$ cat src/rtl/sdram_arb_pkg.sv
// Shared encodings for the SDRAM port arbiter: FSM states and grant owners.
package sdram_arb_pkg;

   typedef enum logic [2:0] {
      IDLE      = 3'd0,
      CPU_ISSUE = 3'd1,
      CPU_WAIT  = 3'd2,
      VID_ISSUE = 3'd3,
      VID_DRAIN = 3'd4
   } arb_state_t;

   // Owner of the most recent grant; used to alternate under contention
   typedef enum logic {
      GNT_CPU = 1'b0,
      GNT_VID = 1'b1
   } grant_t;

endpackage

$ cat src/rtl/sdram_port_arbiter.sv
// Shares one single-command SDRAM controller port between the CPU (single
// word reads/writes) and the video fetcher (fixed-length pipelined read
// bursts). Grants alternate when both sides are pending.
module sdram_port_arbiter
   import sdram_arb_pkg::*;
#(
   parameter int C_ADDR_BITS = 22,
   parameter int C_DATA_BITS = 32,
   parameter int C_BURST_LEN = 16,
   parameter int C_MAX_OUTST = 4
) (
   input  logic                     clk_sdram,
   input  logic                     sys_reset,
   input  logic                     cpu_req,
   input  logic                     cpu_we,
   input  logic [C_ADDR_BITS-1:0]   cpu_addr,
   input  logic [C_DATA_BITS-1:0]   cpu_wdata,
   input  logic [C_DATA_BITS/8-1:0] cpu_be,
   output logic                     cpu_ack,
   output logic [C_DATA_BITS-1:0]   cpu_rdata,
   input  logic                     vid_req,
   input  logic [C_ADDR_BITS-1:0]   vid_addr,
   output logic                     vid_start,
   output logic                     vid_rvalid,
   output logic [C_DATA_BITS-1:0]   vid_rdata,
   output logic                     vid_done,
   output logic                     ctrl_req,
   output logic                     ctrl_we,
   output logic [C_ADDR_BITS-1:0]   ctrl_addr,
   output logic [C_DATA_BITS-1:0]   ctrl_wdata,
   output logic [C_DATA_BITS/8-1:0] ctrl_be,
   input  logic                     ctrl_accept,
   input  logic                     ctrl_rvalid,
   input  logic [C_DATA_BITS-1:0]   ctrl_rdata
);

   localparam int CW = $clog2(C_BURST_LEN) + 1;
   localparam logic [CW-1:0] LEN  = CW'(C_BURST_LEN);
   localparam logic [CW-1:0] MAXO = CW'(C_MAX_OUTST);

   arb_state_t             state;
   grant_t                 last_grant;
   logic [CW-1:0]          issued;
   logic [CW-1:0]          returned;
   logic [C_ADDR_BITS-1:0] base;

   logic          cpu_pend;
   logic          pick_vid;
   logic [CW-1:0] issued_nx;
   logic [CW-1:0] returned_nx;
   logic          vid_elig;

   // Arbitration and next-cycle burst bookkeeping. A CPU request still high
   // in the ack cycle is the one being retired, so it is not re-granted.
   always_comb begin
      cpu_pend    = cpu_req & ~cpu_ack;
      pick_vid    = vid_req & (~cpu_pend | (last_grant == GNT_CPU));
      issued_nx   = issued + CW'(ctrl_req & ctrl_accept);
      returned_nx = returned + CW'(ctrl_rvalid);
      vid_elig    = (issued_nx < LEN) && ((issued_nx - returned_nx) < MAXO);
   end

   // Main FSM; every output is registered here.
   always_ff @(posedge clk_sdram or negedge sys_reset) begin
      if (!sys_reset) begin
         state      <= IDLE;
         last_grant <= GNT_CPU;
         issued     <= '0;
         returned   <= '0;
         base       <= '0;
         cpu_ack    <= 1'b0;
         cpu_rdata  <= '0;
         vid_start  <= 1'b0;
         vid_rvalid <= 1'b0;
         vid_rdata  <= '0;
         vid_done   <= 1'b0;
         ctrl_req   <= 1'b0;
         ctrl_we    <= 1'b0;
         ctrl_addr  <= '0;
         ctrl_wdata <= '0;
         ctrl_be    <= '0;
      end else begin
         cpu_ack    <= 1'b0;
         vid_start  <= 1'b0;
         vid_rvalid <= 1'b0;
         vid_done   <= 1'b0;
         case (state)
            IDLE: begin
               if (pick_vid) begin
                  state      <= VID_ISSUE;
                  last_grant <= GNT_VID;
                  vid_start  <= 1'b1;
                  base       <= vid_addr;
                  issued     <= '0;
                  returned   <= '0;
                  ctrl_req   <= 1'b1;
                  ctrl_we    <= 1'b0;
                  ctrl_addr  <= vid_addr;
                  ctrl_be    <= '1;
               end else if (cpu_pend) begin
                  state      <= CPU_ISSUE;
                  last_grant <= GNT_CPU;
                  ctrl_req   <= 1'b1;
                  ctrl_we    <= cpu_we;
                  ctrl_addr  <= cpu_addr;
                  ctrl_wdata <= cpu_wdata;
                  ctrl_be    <= cpu_we ? cpu_be : '1;
               end
            end
            CPU_ISSUE: begin
               if (ctrl_accept) begin
                  ctrl_req <= 1'b0;
                  state    <= CPU_WAIT;
               end
            end
            CPU_WAIT: begin
               if (ctrl_rvalid) begin
                  cpu_ack <= 1'b1;
                  if (!ctrl_we) cpu_rdata <= ctrl_rdata;
                  state   <= IDLE;
               end
            end
            VID_ISSUE, VID_DRAIN: begin
               issued    <= issued_nx;
               returned  <= returned_nx;
               ctrl_req  <= vid_elig;
               // Address wraps silently at the top of the word space
               ctrl_addr <= base + C_ADDR_BITS'(issued_nx);
               if (ctrl_rvalid) begin
                  vid_rvalid <= 1'b1;
                  vid_rdata  <= ctrl_rdata;
               end
               if (returned_nx == LEN) begin
                  vid_done <= 1'b1;
                  ctrl_req <= 1'b0;
                  state    <= IDLE;
               end else if (issued_nx == LEN) begin
                  state <= VID_DRAIN;
               end
            end
            default: state <= IDLE;
         endcase
      end
   end

endmodule

$ cat config.mk
export PLATFORM = sky130hd
export DESIGN_NAME = sdram_port_arbiter
export DESIGN_NICKNAME = d
export VERILOG_FILES = /design/src/rtl/sdram_arb_pkg.sv /design/src/rtl/sdram_port_arbiter.sv
export SDC_FILE = /design/constraint.sdc
export NUM_CORES = 1
export LEC_CHECK = 0
export ABC_CLOCK_PERIOD_IN_PS = 4000
export CAP_MARGIN = 30
export CORE_MARGIN = 2
export CORE_UTILIZATION = 35
export DETAILED_ROUTE_END_ITERATION = 10
export DONT_BUFFER_PORTS = 1
export SLEW_MARGIN = 10
export SYNTH_ARGS = -nofsm -noshare
export SYNTH_HDL_FRONTEND = slang
export SYNTH_SLANG_ARGS = --single-unit
$ cat constraint.sdc
create_clock -name clk_sdram -period 4 [get_ports clk_sdram]
set_clock_uncertainty 0.1 [all_clocks]
set_input_delay 0.8 -clock clk_sdram [delete_from_list [all_inputs] [get_ports clk_sdram]]
set_output_delay 0.8 -clock clk_sdram [all_outputs]
set_load 0.005 [all_outputs]
### Word-level counts from Yosys, hierarchy flattened

Index checks and enable logic that the tools add are counted.

| word-level totals | value |
|---|---|
| output and inout port bits | 128 |
| flip-flop bits (word level) | 164 |
| bits of input ports | 119 |

| operators by class | value |
|---|---|
| equal/unequal tests | 11 |
| order comparisons | 2 |
| bitwise operators | 9 |
| reduce and logical (&&, ||, !) cells | 15 |
| $add $sub $neg | 4 |
| multiplexer cells | 32 |

Operators by type and width:

| operator | count |
|---|---|
| $mux W22 | 2 |
| $pmux W22 S2 | 1 |
| $add A22 B5 Y22 | 1 |
| $pmux W5 S2 | 2 |
| $mux W3 | 6 |
| $mux W1 | 15 |
| $mux W4 | 3 |
| $pmux W3 S4 | 1 |
| $add A5 B1 Y5 | 2 |
| $eq A5 B5 Y1 const B | 2 |
| $reduce_and A2 Y1 | 5 |
| $reduce_and A3 Y1 | 3 |
| $eq A3 B2 Y1 const B | 2 |
| $ne A2 B2 Y1 const B | 3 |
| $ne A3 B3 Y1 const B | 2 |
| $lt A5 B3 Y1 const B | 1 |
| $lt A5 B5 Y1 const B | 1 |
| $mux W5 | 1 |
| $not A1 Y1 | 5 |
| $sub A5 B5 Y5 | 1 |
| $reduce_and A4 Y1 | 1 |
| $reduce_bool A2 Y1 | 2 |
| $and A1 B1 Y1 | 3 |
| $eq A3 B1 Y1 const B | 1 |
| other kinds (7) | 7 |

### Logic depth before layout (Yosys ltp)

Gate-level depths: netlist (run 1).

| depth | value |
|---|---|
| depth in word-level cells | 7 |
| depth in mapped cells | 12 |

### Worst setup path before layout (run 1)

OpenSTA, ideal clock, no wires.

| timing path | value |
|---|---|
| path kind | input port to flip-flop |
| start | input port ctrl_accept |
| end | register ctrl_addr[8] |
| data arrival time | 3,278 ps |
| path slack | 496 ps |
| cell stages on the path | 11 |
| data required time | 3,774 ps |
| cell sequence | and3_1 > ha_1 > nand3_1 > xor2_1 > inv_1 > ha_1 > and2_1 > a221oi_2 > a21boi_0 > xor2_1 > a221o_1 |

| on the way | value |
|---|---|
| longest elaborated chain between the ends | 4 |

Ends and longest elaborated chain:

| element | RTL line | source |
|---|---|---|
| start, declared | sdram_port_arbiter.sv:32 | `input logic ctrl_accept,` |
| $and A1 B1 Y1 | sdram_port_arbiter.sv:58 | `issued_nx = issued + CW'(ctrl_req & ctrl_accept);` |
| $add A5 B1 Y5 | sdram_port_arbiter.sv:58 |  |
| $add A22 B5 Y22 | sdram_port_arbiter.sv:128 | `ctrl_addr <= base + C_ADDR_BITS'(issued_nx);` |
| $pmux W22 S2 | sdram_port_arbiter.sv:87 | `case (state)` |
| end signal, assigned | sdram_port_arbiter.sv:98 | `ctrl_addr <= vid_addr;` |
| end signal, assigned | sdram_port_arbiter.sv:105 | `ctrl_addr <= cpu_addr;` |
| end signal, assigned | sdram_port_arbiter.sv:128 |  |
| end, declared | sdram_port_arbiter.sv:29 | `output logic [C_ADDR_BITS-1:0] ctrl_addr,` |

Every way passes these cells.
A chain may end at the register's enable or synchronous reset.

### Worst setup path after layout (run 1)

| timing path | value |
|---|---|
| start | register ctrl_req |
| end | register ctrl_addr[8] |

| on the way | value |
|---|---|
| longest elaborated chain between the ends | 4 |

Ends and longest elaborated chain:

| element | RTL line | source |
|---|---|---|
| start, declared | sdram_port_arbiter.sv:27 | `output logic ctrl_req,` |
| start signal, assigned | sdram_port_arbiter.sv:126 | `ctrl_req <= vid_elig;` |
| $and A1 B1 Y1 | sdram_port_arbiter.sv:58 |  |
| $add A5 B1 Y5 | sdram_port_arbiter.sv:58 |  |
| $add A22 B5 Y22 | sdram_port_arbiter.sv:128 |  |
| $pmux W22 S2 | sdram_port_arbiter.sv:87 |  |

Every way passes these cells.

==> results of run 1 <==
## cell usage in the layout (no fill, tap or decap), drive strengths merged, types with 3 or more instances in the layout
master / instances
ha: 9
a22oi: 3
o21a: 3
and3: 4
a2111oi: 4
xor2: 15
mux2i: 12
a221o: 8
and2: 5
o31ai: 5
nand4: 5
a211oi: 10
dfrtp: 164
inv: 24
xnor2: 12
clkinv: 7
buf: 12
a21oi: 20
o21ai: 15
nand3: 17
nand2: 91
a21bo: 3
nor2b: 4
o22ai: 7
o22a: 4
nor2: 14
clkbuf: 17
a21boi: 4
nor3: 11
mux2: 104
## kinds of logic (layout without fill, tap and decap cells)
kind of cell             count (synthesis)  after routing
XOR/XNOR                                27             27
adder cells (fa/ha/maj)                 11             11
flip-flops                             164            164
buffers and inverters                   52             61
multiplexers                           116            116
AND/OR/NAND/NOR                        166            166
AO/OA/AOI/OAI                          104            104
## how the worst max path moves through the flow
stage / startpoint / end / cells after the start
after floorplan: ctrl_accept / ctrl_addr[8]$_DFFE_PN0P_ / 11
after detailed placement: ctrl_accept / ctrl_addr[8]$_DFFE_PN0P_ / 11
final: ctrl_req$_DFFE_PN0P_ / ctrl_addr[8]$_DFFE_PN0P_ / 11
after global routing: ctrl_req$_DFFE_PN0P_ / ctrl_addr[8]$_DFFE_PN0P_ / 11
after global placement: ctrl_accept / ctrl_addr[8]$_DFFE_PN0P_ / 11
after CTS: ctrl_req$_DFFE_PN0P_ / ctrl_addr[8]$_DFFE_PN0P_ / 11
## metrics by stage
| step | hold WS, ps | area, um2 |
|---|---|---|
| global route | -76.7 | 8480 |
| finish | -46.0 | 8480 |
| floorplan | 352 | 7580 |
| detailed placement | 375 | 7840 |
| global placement | 389 | 7840 |
| CTS | -63.5 | 8450 |
## power breakdown
| part | leakage (nW) | switching, W | internal (W) |
|---|---|---|---|
| sequential | 1.97 | 0.000761 | 0.00248 |
| clock | 0.300 | 0.000770 | 0.000899 |
| combinational | 1.39 | 0.00119 | 0.00116 |
| total | 3.66 | 0.00272 | 0.00455 |
## registers in the layout, summed over array words and instances, names as in the netlist
name,flops
base,22
cpu_ack,1
cpu_rdata,32
ctrl_addr,22
ctrl_be,4
ctrl_req,1
ctrl_wdata,32
ctrl_we,1
issued,5
last_grant,1
returned,5
state,3
vid_done,1
vid_rdata,32
vid_rvalid,1
vid_start,1
## critical path: cells and delay by family, from the launching register on
family / cells / cell delay (ps)
flip-flops: 1 / 460
AO/OA/AOI/OAI: 2 / 580
XOR/XNOR: 2 / 300
adder cells (fa/ha/maj): 2 / 600
AND/OR/NAND/NOR: 4 / 1140
buffers and inverters: 1 / 60
## routing by layer
metal	GRT usage (%)	vias up	routed length (um)
li1	-	2279	-
met1	20.4	2548	7650
met2	27.6	190	9810
met3	5.21	32	1320
met4	6.12	0	403
met5	0	-	0
## area by class of cell
type	count	area (um2)
multi-input cells	424	3250
clock inverters	15	184
inverters	17	63.8
clock buffers	17	425
flip-flops and latches	164	4100
well taps	275	344
repair buffers	12	110
fillers	1993	12700
==> out/results.ini, run 1 <==
[routing]
avgRoutedWirePerCell_um=20.8
route.detailed.drc=0
drt_iter0_markers=257
detail-route-antenna-nets=0
via_per_inst=5.46
vias=5049
routed_wl_mm=19.2
dr.pass1.iters=5

[clock_tree]
insertion_delay_ps=430
clkSinkCount=164
cts_buffer_depth=2
cts_htree_levels=4
cts_root_buffer=clkbuf_16
tritoncts=done
clk_pin_slew_worst_paths_ps=80
ctsResizeCount=0
cts_made_buffers=17
postCtsSetupBuffers=0

[timing]
tightest_slew_ps=820
fmax_mhz=296
rsz0062_at_grt=false
setup_viol=0
hold_violations=22
period_needed_ps=3370
setup_slack_ps=627
relSlewSlack_pct=45.3
timing.hold.ws_ps=-46.0
finalCritPeriodShare_pct=84.3
setup_tns_ps=0
slew_viol_final=0

[synth]
synth_area_leaders=dfrtp_1 54%, mux2_2 15%, nand2_1 4.5%, xor2_1 1.7%, mux2i_1 1.6%
synthMuxAreaShare_pct=17.0
synth_nets=769
async_flop_share_pct=100
ys_seq_elements=164
synth_top_family_by_area=multiplexers
synth_adder_area_share_pct=1.93
yosysTopAreaCell=dfrtp_1
synth_cell_type_count=66
synth_xor_area_share_pct=3.12
yosys_warnings=0
synth.most_common_cell=dfrtp_1
synth_compound_area_share_pct=10.6
synth_ff_type=dfrtp_1
synth_top_area_share_pct=54.1
synth-simple-area-share_pct=10.2
post_synth.cell_area_avg_um2=11.8
netlist_area_um2=7580
ys_top_cells_by_count=164 x dfrtp_1, 103 x mux2_2, 90 x nand2_1
seq_area_frac_synth_pct=54.1
synthCells=640
synth_edf_count=0

[critical_path]
cp_data_arrival_time_ps=3580
critPathSlowestCell=or3b_1
crit_type=reg -> reg
path_cells=and3_1 > ha_1 > nand3_1 > xor2_1 > inv_1 > ha_1 > and2_1 > or3b_1 > a21boi_0 > xor2_1 > a221o_1
critPathCaptureType=flop
crit_path_max_incr_delay_ps=590
reg2reg_depth=11
cp-start-kind=flop
cp.required_ps=4210
rrSetupSlack_ps=630
r2r_end=ctrl_addr[8]$_DFFE_PN0P_
worst-path-max-fanout=9
rr_startpoint=ctrl_req$_DFFE_PN0P_

[finish]
final_cell_count_no_fill=924
nNetsFinal=765
antennaDiodeCount=0
post-route-util_pct=40.1
area_growth_pct=11.9
drive_above_1_share_pct=26.2

[die]
core_um2=21200
die_x_um=151
dieArea_um2=22900
ios=247
initial_core_util_pct=35.8
rows=53
die_h_um=151

[min_path]
worstHoldPathType=in -> async

[place]
post-place-ws_ps=355
gp_congestion=0.851
port_buffers=0
dp.cells=890
dp_hpwl_mm=13.6

[global_routing]
grt.overflow.total=0
grt_pass1_vias=5328
grtUsageTotal_pct=16.7
grt_max_degree=165
antenna_found_initial=0
grt_pass1_wl_mm=29.0

[power]
p_leak_nw=3.66
ir_worst_vdd_mv=0.314
power_density_nw_per_um2=857
power_w=0.00727

[status]
violations=hold timing
outcome=finished with violations

[run]
drv_cap=0

No activity file was read; power rests on OpenSTA's default activity.
==> run 2: changes to the inputs <==
ABC_CLOCK_PERIOD_IN_PS = 3510   (was 4000)
clock period = 3.51 ns   (was 4 ns; I/O delays follow)
==> out/results.ini, run 2 (synthesis gave the netlist of run 1 again) <==
[status]
outcome=finished with violations
violations=hold timing

[power]
power_w=0.00825
ir_worst_vdd_mv=0.362
power_density_nw_per_um2=971
p_leak_nw=3.65

[die]
initial_core_util_pct=35.8
ios=247
die_x_um=151
core_um2=21200
dieArea_um2=22900
rows=53
die_h_um=151

[clock_tree]
cts_root_buffer=clkbuf_16
tritoncts=done
cts_buffer_depth=2
cts_htree_levels=4
postCtsSetupBuffers=0
clk_pin_slew_worst_paths_ps=80
clkSinkCount=164
cts_made_buffers=17
insertion_delay_ps=420
ctsResizeCount=0

[min_path]
worstHoldPathType=in -> async

[critical_path]
critPathCaptureType=flop
cp.buffers_inverters=1
critPathSlowestCell=or3b_1
cp.required_ps=3710
crit_path_max_incr_delay_ps=570
worst-path-max-fanout=9
path_cells=and3_1 > ha_1 > nand3_1 > xor2_1 > inv_1 > ha_1 > and2_1 > or3b_1 > a21boi_0 > xor2_1 > a221o_1
path_delay_family=simple AND/OR/NAND/NOR gates
cp-start-kind=flop
cp_data_arrival_time_ps=3360
crit_type=reg -> reg

[routing]
avgRoutedWirePerCell_um=20.4
dr.pass1.iters=5
route.detailed.drc=0
drt_iter0_markers=330
vias=5010
routed_wl_mm=18.9
detail-route-antenna-nets=0
via_per_inst=5.40

[timing]
hold_violations=164
setup_tns_ps=0
finalCritPeriodShare_pct=89.8
timing.hold.ws_ps=-136
setup_viol=0
period_needed_ps=3150
relSlewSlack_pct=45.7
fmax_mhz=317
rsz0062_at_grt=false
slew_viol_final=0
tightest_slew_ps=814

[finish]
final_common_cell=dfrtp_1
nNetsFinal=768
area_growth_pct=12.0
layout_common_cells=164 x dfrtp_1, 103 x mux2_2, 90 x nand2_1
regArea_um2=4100
drive_above_1_share_pct=26.5
multi_input_area_um2=3250
largestRegisters=cpu_rdata: 32 flops, ctrl_wdata: 32 flops, vid_rdata: 32 flops
n_fill_cell=2000
antennaDiodeCount=0

[place]
port_buffers=0
gp_congestion=0.812
dp_hpwl_mm=13.6

[global_routing]
grt_max_degree=165
grt_pass1_vias=5404
grt_pass1_wl_mm=29.2
antenna_found_initial=0
grtUsageTotal_pct=16.6
grt.overflow.total=0

[run]
drv_cap=0

## run 2: cell count changes in the layout (fill, tap and decap cells not counted), sizes merged
cell / change
clkinvlp: +3
bufinv: -1
clkbuf: +1
buf: +3
clkinv: -3
## run 2: final timing paths
| path | to | depth (start not counted) | start | slack [ps] |
|---|---|---|---|---|
| worst min register to register | base[0]$_DFFE_PN0P_ | 2 | base[0]$_DFFE_PN0P_ | 410 |
| worst max-delay path | ctrl_addr[8]$_DFFE_PN0P_ | 11 | issued[0]$_DFFE_PN0P_ | 360 |
| worst min-delay path | base[21]$_DFFE_PN0P_ | 0 | sys_reset | -140 |
| max in group asynchronous | state[1]$_DFFE_PN0P_ | 0 | sys_reset | 3130 |
| worst max register to register | ctrl_addr[8]$_DFFE_PN0P_ | 11 | issued[0]$_DFFE_PN0P_ | 360 |
| min in group clk_sdram | base[21]$_DFFE_PN0P_ | 2 | vid_addr[21] | 280 |
## run 2: area by class of cell
class | count | area share, %
flip-flops and latches | 164 | 48.3
multi-input cells | 424 | 38.3
clock buffers | 18 | 5.17
well taps | 275 | 4.05
clock inverters | 14 | 1.87
repair buffers | 15 | 1.56
inverters | 17 | 0.751
## run 2: metrics by stage
step	cells	instance area (um2)	setup slack, ps	utilization (%)
after global placement	893	7860	140	37.2
final	927	8500	357	40.2
after global routing	927	8500	161	40.2
after detailed placement	894	7870	64.0	37.2
after CTS	926	8470	361	40.0
after floorplan	640	7580	104	-
## run 2: routing by layer
layer | global-route usage, % | share of wire, % | wire length, um
met1 | 20.0 | 40 | 7550
met2 | 28.0 | 52 | 9850
met3 | 5.30 | 6.6 | 1250
met4 | 5.89 | 1.6 | 299
met5 | 0 | 0 | 0
## run 2: power by group
part	total [W]	switching [W]	internal, W
combinational	0.00271	0.00136	0.00135
sequential	0.00369	0.000863	0.00283
clock	0.00185	0.000876	0.000974
total	0.00825	0.00310	0.00515
==> run 3: changes to the inputs <==
ABC_CLOCK_PERIOD_IN_PS = 4000   (was 3510)
clock period = 4 ns   (was 3.51 ns; I/O delays follow)
==> results of run 3 <==
Final layout, timing and power as in run 1 (identical DEF).
